**src/rtl/mcu_block_scheduler.sv**
```systemverilog
// Walks Y_BLOCKS luma blocks then one U and one V block per MCU, draining each
// matrix buffer as one uninterrupted burst into the shared dequantise/IDCT engine.
module mcu_block_scheduler #(
  parameter int DATA_W   = 16,
  parameter int MCU_SIZE = 64,
  parameter int PX_OUT   = 1,
  parameter int PY_OUT   = 1,
  parameter int Y_BLOCKS = 4
) (
  input  logic                            i_sysclk,
  input  logic                            i_srst,
  input  logic                            i_Y_nempty,
  input  logic                            i_U_nempty,
  input  logic                            i_V_nempty,
  output logic                            o_Y_re,
  output logic                            o_U_re,
  output logic                            o_V_re,
  input  logic [PY_OUT*PX_OUT*DATA_W-1:0] i_Y_md,
  input  logic [PY_OUT*PX_OUT*DATA_W-1:0] i_U_md,
  input  logic [PY_OUT*PX_OUT*DATA_W-1:0] i_V_md,
  input  logic                            i_idct_ready,
  output logic                            o_idct_de,
  output logic [PY_OUT*PX_OUT*DATA_W-1:0] o_idct_B,
  output logic [1:0]                      o_idct_ch,
  output logic                            o_idct_sob,
  output logic                            o_idct_eob,
  output logic                            o_mcu_done,
  output logic                            o_busy
);

  localparam int BEATS = MCU_SIZE / (PX_OUT * PY_OUT);
  localparam int CNT_W = (BEATS > 1) ? $clog2(BEATS) : 1;
  localparam int PTR_W = $clog2(Y_BLOCKS + 2);

  localparam logic [1:0] S_SEL    = 2'd0;
  localparam logic [1:0] S_RD     = 2'd1;
  localparam logic [1:0] S_SETTLE = 2'd2;

  localparam logic [1:0] CH_Y = 2'd0;
  localparam logic [1:0] CH_U = 2'd1;
  localparam logic [1:0] CH_V = 2'd2;

  localparam logic [CNT_W-1:0] LAST_BEAT = CNT_W'(BEATS - 1);
  localparam logic [PTR_W-1:0] PTR_U     = PTR_W'(Y_BLOCKS);
  localparam logic [PTR_W-1:0] PTR_V     = PTR_W'(Y_BLOCKS + 1);

  logic [1:0]       state;
  logic [PTR_W-1:0] ptr;
  logic [CNT_W-1:0] beat;
  logic [1:0]       cur_ch;
  logic             cur_nempty;
  logic             rd;
  logic             grant;
  logic             last_beat;

  logic             vld_p1;
  logic [1:0]       ch_p1;
  logic             sob_p1;
  logic             eob_p1;
  logic             done_p1;

  // Pointer slots 0..Y_BLOCKS-1 are luma; the last two are U then V.
  always_comb begin
    cur_ch     = CH_Y;
    cur_nempty = i_Y_nempty;
    if (ptr == PTR_U) begin
      cur_ch     = CH_U;
      cur_nempty = i_U_nempty;
    end else if (ptr == PTR_V) begin
      cur_ch     = CH_V;
      cur_nempty = i_V_nempty;
    end
  end

  assign rd        = (state == S_RD);
  assign grant     = (state == S_SEL) && cur_nempty && i_idct_ready;
  assign last_beat = rd && (beat == LAST_BEAT);

  // Reset must stop the buffer pops in the very cycle it is raised.
  assign o_Y_re = rd && !i_srst && (cur_ch == CH_Y);
  assign o_U_re = rd && !i_srst && (cur_ch == CH_U);
  assign o_V_re = rd && !i_srst && (cur_ch == CH_V);

  always_ff @(posedge i_sysclk) begin
    if (i_srst) begin
      state <= S_SEL;
      ptr   <= '0;
      beat  <= '0;
    end else begin
      case (state)
        S_SEL: begin
          if (grant) begin
            state <= S_RD;
            beat  <= '0;
          end
        end
        S_RD: begin
          beat <= beat + 1'b1;
          if (beat == LAST_BEAT) begin
            state <= S_SETTLE;
            beat  <= '0;
            ptr   <= (ptr == PTR_V) ? '0 : ptr + 1'b1;
          end
        end
        default: state <= S_SEL;
      endcase
    end
  end

  // Stage p1: aligns the beat tags with buffer read data, which lags re by one cycle.
  always_ff @(posedge i_sysclk) begin
    if (i_srst) begin
      vld_p1  <= 1'b0;
      ch_p1   <= CH_Y;
      sob_p1  <= 1'b0;
      eob_p1  <= 1'b0;
      done_p1 <= 1'b0;
    end else begin
      vld_p1  <= rd;
      ch_p1   <= rd ? cur_ch : ch_p1;
      sob_p1  <= rd && (beat == '0);
      eob_p1  <= last_beat;
      done_p1 <= last_beat && (cur_ch == CH_V);
    end
  end

  always_comb begin
    o_idct_B = '0;
    if (vld_p1) begin
      case (ch_p1)
        CH_U:    o_idct_B = i_U_md;
        CH_V:    o_idct_B = i_V_md;
        default: o_idct_B = i_Y_md;
      endcase
    end
  end

  assign o_idct_de  = vld_p1;
  assign o_idct_ch  = ch_p1;
  assign o_idct_sob = sob_p1;
  assign o_idct_eob = eob_p1;
  assign o_mcu_done = done_p1;
  assign o_busy     = rd || (state == S_SETTLE) || vld_p1;

endmodule

```
**config.mk**
```make
export PLATFORM = sky130hd
export DESIGN_NAME = mcu_block_scheduler
export DESIGN_NICKNAME = d
export VERILOG_FILES = /design/src/rtl/mcu_block_scheduler.sv
export SDC_FILE = /design/constraint.sdc
export NUM_CORES = 1
export LEC_CHECK = 0
export CAP_MARGIN = 25
export CORE_ASPECT_RATIO = 0.5
export CORE_UTILIZATION = 40
export CTS_BUF_LIST = sky130_fd_sc_hd__clkbuf_4
export DETAILED_ROUTE_END_ITERATION = 10
export PLACE_DENSITY = 0.92
export SLEW_MARGIN = 20
export SYNTH_ARGS = -nofsm -noshare
export SYNTH_HDL_FRONTEND = slang
export SYNTH_SLANG_ARGS = --single-unit
```
**constraint.sdc**
```tcl
create_clock -name i_sysclk -period 4.6 [get_ports i_sysclk]
set_input_delay 0.92 -clock i_sysclk [delete_from_list [all_inputs] [get_ports i_sysclk]]
set_output_delay 0.92 -clock i_sysclk [all_outputs]
set_load 0.02 [all_outputs]
```
==> results.md <==
* Int Pwr at 0.000271 W
* Seq cells post-synth at 17
* DP HPWL at 3150 microns
* Synthesized area per cell at 7.30 sq um
* CTS clk-pin slew, worst paths at 90 ps
* Critical register-to-register path startpoint: beat[0]$_SDFFE_PP0P_
* Max-slew violations at 0
* GRT Total Usage at 0.229
* Layout cells sized above 1 at 0.0451
* Die Wd at 80.8 microns
* Synth top area cells: dfxtp_1 27%, a22oi_1 9.7%, and2_1 8.1%, o21ai_0 7.7%, nand2_1 7.6%
* Status: finished clean
* Die Y at 41.4 microns
* Routed WL at 3990 microns
* Achievable Freq at 262 MHz
* Met1 Use GR at 0.249
* CTS tree: yes
* Clock Sink Count at 17
* Row count at 13
* Clock Skews at 0.731 ps
* Post-synthesis cell count at 170
* DRC at 0
* WL/cell at 14.2 microns
* Post-CTS setup buffer count at 0
* Final worst-path cycle share at 0.830
* Met2 GRT Util at 0.466
* Critical path's slowest cell: clkdlybuf4s50_1
* P_sw at 0.000111 W
* CORE AREA at 2770 sq um
* Critical Path Start Type: input pin
* Filler cell count at 215
* Tightest Hold Check Type: flop to flop
* Final hold vios at 0
* Slew @ Worst Pin at 779 ps
* HP Start: ptr[1]$_SDFFE_PP0P_
* Final Net Count at 306
* Max-cap violation count at 0
* Relative slew slack at 0.481
* Vias at 1498
* Global-route wire length before repair at 5640 microns
* Final Cell Area at 2070 sq um
* CP Cell Sequence: clkdlybuf4s50_1 > inv_1 > nand2_1 > nor3_1 > clkdlybuf4s50_1
* Logic pwr share at 0.367
* Final ANT Viol Nets at 0
* Yosys Warn Count at 0
* Critical path type: input pin to output pin
* H-Tree Depth at 1
* Initial core utilization at 0.449
* Max FO, Critical Path at 11
* Area share of the leading cell type in the synthesized netlist at 0.274
* Non-Filler Instances at 281
* Worst EP required at 3680 ps
* Placed Cells at 277
* Pin count of the biggest net entering global routing at 33
* Via/cell ratio at 5.33
* CP arrival at 2900 ps
* Routability cong. at 0.825
* Static leakage at 0.786 nW
* Synth Cell Area at 1240 sq um
* RSZ-0062 raised after global routing: false
* Worst skew pair latency at 290 ps
* Resize count post-CTS at 0
* Share of total power in the clock network at 0.225
* Initial antenna violation count at 0
* Input/output buffers at 79
* Clock buffer depth at 2
* Reg power frac at 0.408
* Cts hold-fix bufs at 0
* Net Count, Synth at 231
* Total CTS buffers at 3
* Placed cell area at 2040 sq um
* Top Usage Layer GRT: met2
* First-pass DRT Iterations at 4
* Largest area contributor in the netlist: dfxtp_1
* Worst Setup End Kind: output pin
* Max IR drop VDD at 0.124 mV
* Tmin final at 3820 ps
* Crit-path most repeated cell: clkdlybuf4s50_1
* Die ar. at 3340 sq um
* Clk root buf: clkbuf_4
* Seq/Total Area, Yosys at 0.274
* Final setup fails at 0
* Grt met3 use at 0.0457
* DRT iter0 DRCs at 77
* Total global routing overflow at 0
* I/O pins at 80
* Most frequent cells in the layout: 79 x clkdlybuf4s50_1, 25 x nand2_1, 19 x o21ai_0, 17 x dfxtp_1
* Setup tns final at 0 ps
* Synth-to-layout area growth at 67.1%
* Commonest non-fill, non-tap cell in the layout: clkdlybuf4s50_1
* Switching share of power at 0.291
* Slowest stage delay, CP at 660 ps
* Ant diodes at 0
* Crit path from: i_srst
* Synth cell types at 33
* Power Density at 184 nW/um^2
* Vias in the first global route at 1270
## synth_stat cells, drive strengths merged
master	count
a211oi	1
a21o	4
a21oi	6
a22oi	16
a32o	1
a32oi	1
and2	16
and2b	1
and3	2
clkbuf	9
dfxtp	17
ha	7
inv	9
nand2	25
nand2b	1
nand3	7
nor2	7
nor2b	3
nor3	3
nor4	1
o211ai	1
o21ai	21
o22a	1
o22ai	2
or2	1
or3	2
or3b	1
or4	2
or4b	1
xor2	1
## state kept, by name, indices dropped and copies added (netlist names)
name / count
beat: 6
o_idct_ch: 2
o_idct_de: 1
o_idct_eob: 1
o_idct_sob: 1
o_mcu_done: 1
ptr: 3
state: 2
## power groups by stage
stage	Clock, W	Sequential (W)	Combinational (W)
after global placement	0	0.000159	0.000135
after global routing	0.0000954	0.000157	0.000150
after CTS	0.0000869	0.000156	0.000140
final	0.0000861	0.000156	0.000140
after floorplan	0	0.000159	0.0000590
after detailed placement	0	0.000159	0.000139
## critical path, delay by kind of cell
family	cells	cell delay (ps)
and+or+nand+nor	2	500
buffers and inverters	3	1480
## metrics by stage
stage / hold WS (ps) / util / setup slack (ps) / power, W
2_1_floorplan: 457 / - / 2000 / 0.000218
3_3_place_gp: 471 / 0.739 / 923 / 0.000294
3_5_place_dp: 495 / 0.739 / 780 / 0.000299
4_1_cts: 507 / 0.750 / 769 / 0.000383
5_1_grt: 532 / 0.750 / 673 / 0.000402
6_report: 501 / 0.750 / 781 / 0.000382
## cell families after synthesis
| group | synth area share |
|---|---|
| AO/OA/AOI/OAI | 0.289 |
| XOR/XNOR | 0.00706 |
| adder cells (fa/ha/maj) | 0.0706 |
| buffers and inverters | 0.0544 |
| flip-flops | 0.274 |
| AND/OR/NAND/NOR | 0.304 |
## layout make-up
type / count / area [sq um] / share of cell area
inverters: 9 / 33.8 / 0.0163
flip-flops and latches: 17 / 340 / 0.164
multi-input cells: 135 / 833 / 0.402
clock buffers: 4 / 30.0 / 0.0145
well taps: 37 / 46.3 / 0.0223
repair buffers: 79 / 791 / 0.381
## path summary, 6_finish.rpt
| kind | to | cells after the start | slack, ps |
|---|---|---|---|
| hold reg to reg | ptr[1]$_SDFFE_PP0P_ | 2 | 500 |
| setup / recovery | o_U_re | 5 | 780 |
| hold / removal | ptr[1]$_SDFFE_PP0P_ | 2 | 500 |
| setup reg to reg | ptr[2]$_SDFFE_PP0P_ | 6 | 2770 |
## layer usage
layer	wire, microns	share of wire	vias up
met5	0	0	-
met4	46	0.012	0
met3	360	0.090	7
met2	2000	0.50	60
met1	1580	0.40	680
li1	-	-	751
Power figures use the tool's default switching activity.
